[src/rtl/video_timing_analyzer.sv]
// video_timing_analyzer: measures active/total geometry of a video stream,
// checksums each frame and reports lock once two consecutive frames agree.
module video_timing_analyzer #(
  parameter int CNT_W  = 12,
  parameter int WDOG_W = 22
) (
  input  logic             CLK_VIDEO,
  input  logic             RESET,
  input  logic             CE_PIXEL,
  input  logic [7:0]       VGA_R,
  input  logic [7:0]       VGA_G,
  input  logic [7:0]       VGA_B,
  input  logic             VGA_HS,
  input  logic             VGA_VS,
  input  logic             VGA_DE,
  output logic [CNT_W-1:0] h_active,
  output logic [CNT_W-1:0] h_total,
  output logic [CNT_W-1:0] v_active,
  output logic [CNT_W-1:0] v_total,
  output logic [15:0]      frame_sum,
  output logic             locked,
  output logic             frame_stb,
  output logic [CNT_W-1:0] pix_x,
  output logic [CNT_W-1:0] pix_y,
  output logic             pix_valid
);
  typedef enum logic [1:0] {SEARCH, MEASURE, LOCKED} state_t;
  localparam logic [CNT_W-1:0]  CMAX = '1;
  localparam logic [WDOG_W-1:0] WMAX = '1;
  state_t            state_q, state_d;
  logic              hs_q, vs_q, de_q;
  logic [CNT_W-1:0]  run_ha_q, run_ha_d, run_ht_q, run_ht_d;
  logic [CNT_W-1:0]  run_va_q, run_va_d, run_vt_q, run_vt_d;
  logic [CNT_W-1:0]  last_ha_q, last_ha_d, last_ht_q, last_ht_d, snap_ha, snap_ht;
  logic [CNT_W-1:0]  h_active_q, h_total_q, v_active_q, v_total_q;
  logic [15:0]       run_sum_q, run_sum_d, frame_sum_q, rgb;
  logic [WDOG_W-1:0] wdog_q, wdog_d;
  logic              ovf_q, ovf_d, sat, stb_q, match, latch;
  logic              hs_rise, vs_rise, de_on, de_rise, de_fall;

  function automatic logic [CNT_W-1:0] sat_inc(input logic [CNT_W-1:0] x);
    return (x == CMAX) ? x : x + 1'b1;
  endfunction

  always_comb begin
    hs_rise   = CE_PIXEL & VGA_HS & ~hs_q;
    vs_rise   = CE_PIXEL & VGA_VS & ~vs_q;
    de_on     = CE_PIXEL & VGA_DE;
    de_rise   = de_on & ~de_q;
    de_fall   = CE_PIXEL & ~VGA_DE & de_q;
    rgb       = 16'(VGA_R) + 16'(VGA_G) + 16'(VGA_B);
    run_ht_d  = !CE_PIXEL ? run_ht_q : hs_rise ? CNT_W'(1) : sat_inc(run_ht_q);
    run_ha_d  = de_rise ? CNT_W'(1) : de_on ? sat_inc(run_ha_q) : run_ha_q;
    last_ha_d = de_fall ? run_ha_q : last_ha_q;
    last_ht_d = hs_rise ? run_ht_q : last_ht_q;
    // a sync edge coinciding with VS rise belongs to the new frame
    run_vt_d  = vs_rise ? CNT_W'(hs_rise) : hs_rise ? sat_inc(run_vt_q) : run_vt_q;
    run_va_d  = vs_rise ? CNT_W'(de_on) : de_rise ? sat_inc(run_va_q) : run_va_q;
    run_sum_d = vs_rise ? (de_on ? rgb : 16'd0) : de_on ? run_sum_q + rgb : run_sum_q;
    sat       = (CE_PIXEL & ~hs_rise & run_ht_q == CMAX) | (de_on & ~de_rise & run_ha_q == CMAX)
              | (hs_rise & ~vs_rise & run_vt_q == CMAX) | (de_rise & ~vs_rise & run_va_q == CMAX);
    ovf_d     = vs_rise ? 1'b0 : ovf_q | sat;
    wdog_d    = vs_rise ? '0 : (CE_PIXEL && wdog_q != WMAX) ? wdog_q + 1'b1 : wdog_q;
    snap_ha   = de_fall ? run_ha_q : last_ha_q;
    snap_ht   = hs_rise ? run_ht_q : last_ht_q;
    match     = snap_ha == h_active_q && snap_ht == h_total_q && run_va_q == v_active_q
              && run_vt_q == v_total_q && !(ovf_q | sat) && run_va_q != '0;
    latch     = vs_rise & (state_q != SEARCH);
  end

  always_ff @(posedge CLK_VIDEO or posedge RESET) begin
    if (RESET) state_q <= SEARCH;
    else       state_q <= state_d;
  end

  always_comb begin
    state_d = vs_rise ? ((state_q == SEARCH || !match) ? MEASURE : LOCKED)
            : (wdog_q == WMAX) ? SEARCH : state_q;
  end

  always_comb begin
    locked    = state_q == LOCKED;
    frame_stb = stb_q;
    h_active  = h_active_q;
    h_total   = h_total_q;
    v_active  = v_active_q;
    v_total   = v_total_q;
    frame_sum = frame_sum_q;
    pix_valid = de_q;
    pix_x     = de_q ? run_ha_q - 1'b1 : '0;
    pix_y     = de_q ? run_va_q - 1'b1 : '0;
  end

  always_ff @(posedge CLK_VIDEO or posedge RESET) begin
    if (RESET) begin
      {hs_q, vs_q, de_q, ovf_q, stb_q} <= '0;
      {run_ha_q, run_ht_q, run_va_q, run_vt_q, last_ha_q, last_ht_q} <= '0;
      {h_active_q, h_total_q, v_active_q, v_total_q} <= '0;
      {run_sum_q, frame_sum_q} <= '0;
      wdog_q <= '0;
    end else begin
      if (CE_PIXEL) {hs_q, vs_q, de_q} <= {VGA_HS, VGA_VS, VGA_DE};
      run_ha_q  <= run_ha_d;
      run_ht_q  <= run_ht_d;
      run_va_q  <= run_va_d;
      run_vt_q  <= run_vt_d;
      last_ha_q <= last_ha_d;
      last_ht_q <= last_ht_d;
      run_sum_q <= run_sum_d;
      ovf_q     <= ovf_d;
      wdog_q    <= wdog_d;
      stb_q     <= latch;
      if (latch) begin
        h_active_q  <= snap_ha;
        h_total_q   <= snap_ht;
        v_active_q  <= run_va_q;
        v_total_q   <= run_vt_q;
        frame_sum_q <= run_sum_q;
      end
    end
  end
endmodule

[config.mk]
export PLATFORM = sky130hd
export DESIGN_NAME = video_timing_analyzer
export DESIGN_NICKNAME = d
export VERILOG_FILES = /design/src/rtl/video_timing_analyzer.sv
export SDC_FILE = /design/constraint.sdc
export NUM_CORES = 1
export LEC_CHECK = 0
export CAP_MARGIN = 5
export CORE_ASPECT_RATIO = 0.8
export CORE_MARGIN = 1.5
export CORE_UTILIZATION = 60
export DETAILED_ROUTE_END_ITERATION = 10
export PLACE_DENSITY = 0.95
export SLEW_MARGIN = 20
export SYNTH_ARGS = -nofsm -noshare
export SYNTH_HDL_FRONTEND = slang
export SYNTH_SLANG_ARGS = --single-unit
export TNS_END_PERCENT = 1
[constraint.sdc]
create_clock -name CLK_VIDEO -period 13.2 [get_ports CLK_VIDEO]
set_input_delay 1.98 -clock CLK_VIDEO [delete_from_list [all_inputs] [get_ports CLK_VIDEO]]
set_output_delay 1.98 -clock CLK_VIDEO [all_outputs]
set_load 0.02 [all_outputs]
==> impl_metrics.ini <==
[critical_path]
crit_arrival_ns = 6.28
path_common_cell = inv_1
cp.buffers_inverters = 4
crit_slowest_cell = a211oi_1
start_kind = input pin
cpPeakStageDelay_ns = 0.60
path_class = input pin to flip-flop
path_delay_family = compound AO/OA/AOI/OAI gates
end_kind = flip-flop
path_cells = clkdlybuf4s50_1, inv_1, fa_1, inv_1, ha_1, inv_1, fa_1, nor2b_1, o21a_1, o21ai_0, a21oi_1, a211oi_1, ha_1, and4_1, a211oi_1, o21ai_0, a21oi_1
worstPathMaxFanout = 6
crit_required_ns = 13.56

[logic_synthesis]
yosys.area_share.adder = 0.0507
synthCells = 1154
synth.top_cell.area_share = 0.437
synth_compound_area_frac = 0.112
synth-simple-area-share = 0.225
synthArstFlopShare = 1.00
ys.flop_type = dfrtp_1
synth_area_leaders = dfrtp_1 (44%), nand2_1 (7.5%), xnor2_1 (7.1%), nor2_1 (3.8%), ha_1 (3.1%)
synthesis.area_mm2 = 0.0104
synth_edf_count = 0
ys_seq_area_frac = 0.437
syn_avg_cell_area_um2 = 8.99
synthTopCellsByCount = nand2_1 (208), dfrtp_1 (181), nor2_1 (104)
synth_top_family_by_area = simple AND/OR/NAND/NOR gates
synth.most_common_cell = nand2_1
ys.warnings.count = 0
ys_ff_latch = 181
muxShareOfSynthArea = 0.0278
synth_xor_area_frac = 0.0997
ys_types = 75
synth_area_leader_cell = dfrtp_1
synth_nets = 1220

[sta]
tns_ns = 0
drv_slew = 0
skew_ns = 0.00649
setup_ws_ns = 7.29
rsz0062_at_grt = no
max_freq_ghz = 0.169
relSlewSlack = 0.371
setup_viol = 0
hold_viol = 0
worst_pin_slew_ns = 0.944
min_period_ns = 5.91
post-route-period-util = 0.448

[finish]
nFillCells = 1083
stdcell_area_mm2 = 0.0122
drive_above_1_share = 0.0560
area_growth_pct = 18.0
layout.nets = 1302
finalNonFillerCells = 1469
antennaDiodeCount = 0

[clocking]
post_cts_resized = 0
clk_pin_slew_ns = 0.07
clock_path_buffers = 2
cts_tree = yes
clockRootBuffer = clkbuf_16
numCtsBuffers = 17
cts_sinks = 181
cts_hold_buf = 0
post_cts_buffers = 0
clock_latency_ns = 0.44
cts_max_level = 4

[route]
num_vias = 9197
drt_iter0_drc = 1175
viasPerCell = 6.26
routed_wl_um = 28800
drt-pass1-iter-count = 6
drc = 0
postRouteAntennaNets = 0
wire_per_inst_um = 19.6

[global_routing]
grt_max_degree = 102
top_usage_layer = met2
grt.met1_usage = 0.460
antenna_found_initial = 0
overflow = 0
gr-usage-all-layers = 0.336
grt_pass1_vias = 9094
use_met2 = 0.519
use_met3 = 0.0845
grt_pass1_wl_um = 47200

[die]
fp.dieW_um = 150
die_y_um = 121
die_area_mm2 = 0.0181
pin_count = 121
start_util = 0.621
rows = 42
core_mm2 = 0.0167

[place]
dp_slack_ns = 7.07
place.gp.congestion = 0.958
hpwlAfterDp_um = 18700
dpl_cell_area_mm2 = 0.0116
placed_cells = 1437
portBuffers = 120

[power]
p_leak_nw = 5.46
p_per_area_mw_per_mm2 = 165
finalPower_mw = 2.02
ir_worst_vdd_uv = 95.6
combPwrFrac = 0.370
switching_power_mw = 0.764
p_clk_frac = 0.265
switching_share = 0.377
p_seq_frac = 0.365
p_int_mw = 1.26

[hold_path]
hp-class = flip-flop to flip-flop

[job]
drv_cap = 0

[run_status]
status = complete, no violations
-- layout make-up --
cell class / instances / area, um2 / share of cell area
Sequential cell: 181 / 4530 / 0.370
Clock buffer: 18 / 439 / 0.0359
Multi-Input combinational cell: 853 / 5350 / 0.437
Clock inverter: 14 / 176 / 0.0144
Inverter: 58 / 223 / 0.0182
Tap cell: 220 / 275 / 0.0225
Timing Repair Buffer: 125 / 1240 / 0.102
-- stage by stage --
| stage | hold slack (ns) | utilization |
|---|---|---|
| after floorplan | 0.448 | - |
| after global placement | 0.461 | 0.695 |
| after detailed placement | 0.462 | 0.695 |
| after CTS | 0.478 | 0.732 |
| after global routing | 0.492 | 0.732 |
| final | 0.475 | 0.732 |
-- path summary, 6_finish.rpt --
path	start	to	slack, ns	cells past startpoint
setup / recovery	VGA_R[1]	run_sum_q[13]	7.29	17
hold / removal	frame_sum[0]	frame_sum[0]	0.47	2
setup reg to reg	run_sum_q[0]	run_sum_q[10]	10.44	8
hold reg to reg	frame_sum[0]	frame_sum[0]	0.47	2
max in group asynchronous	RESET	run_ht_q[10]	9.81	3
min in group asynchronous	RESET	wdog_q[18]	2.12	2
-- routing by layer --
layer	wire length [um]	part of all wire
met4	947	0.033
met2	13300	0.46
met3	2890	0.10
met1	11600	0.40
met5	0	0
-- placed cells by master, fill, tap and decap left out, drive strengths merged, types with 5 or more instances in the layout --
cell type / netlist / routed
nand2: 208 / 208
dfrtp: 181 / 181
clkdlybuf4s50: 0 / 120
nor2: 105 / 105
xnor2: 84 / 84
inv: 57 / 60
o21ai: 56 / 56
a21oi: 49 / 49
nand3: 36 / 36
xor2: 34 / 34
nand4: 26 / 26
ha: 26 / 26
nor3: 23 / 23
clkbuf: 31 / 18
nor4: 16 / 16
or3: 15 / 15
nand2b: 14 / 14
mux2: 14 / 14
mux2i: 13 / 13
and3: 11 / 11
fa: 10 / 10
nor2b: 8 / 8
o21a: 8 / 8
and4: 8 / 8
clkinv: 1 / 8
and2: 7 / 7
a211oi: 6 / 6
a21o: 6 / 6
a31oi: 6 / 6
o22ai: 5 / 5
o221ai: 5 / 5
o2bb2ai: 5 / 5
buf: 31 / 5
-- state kept, by name, summed over array words and instances (netlist names) --
name,count
run_vt_q,12
run_va_q,12
last_ha_q,12
pix_valid,1
h_total,12
last_ht_q,12
run_sum_q,16
wdog_q,22
frame_sum,16
ovf_q,1
hs_q,1
v_active,12
vs_q,1
h_active,12
run_ha_q,12
run_ht_q,12
frame_stb,1
v_total,12
state_q,2
-- power groups by stage --
stage          combinational, mW  clock [mW]  sequential, mW
5_1_grt                    0.807       0.564           0.748
2_1_floorplan              0.445           0           0.754
6_report                   0.749       0.535           0.739
3_3_place_gp               0.674           0           0.738
3_5_place_dp               0.708           0           0.743
4_1_cts                    0.735       0.539           0.735
-- cells by family (layout without fill, tap and decap cells) --
family                   after synthesis  in the layout
AND/OR/NAND/NOR                      494            494
flip-flops                           181            181
AO/OA/AOI/OAI                        178            178
buffers and inverters                120            215
XOR/XNOR                             118            118
adder cells (fa/ha/maj)               36             36
multiplexers                          27             27
-- worst reg2reg max path, stage by stage (launching register included) --
cell and delay (ns):
dfrtp_1 0.41, ha_1 0.26, fa_1 0.42, a21o_1 0.20, a211o_1 0.36, a2111oi_4 0.46
o31a_1 0.29, or3_1 0.14, a21oi_1 0.07
Power figures use the tool's default switching activity.
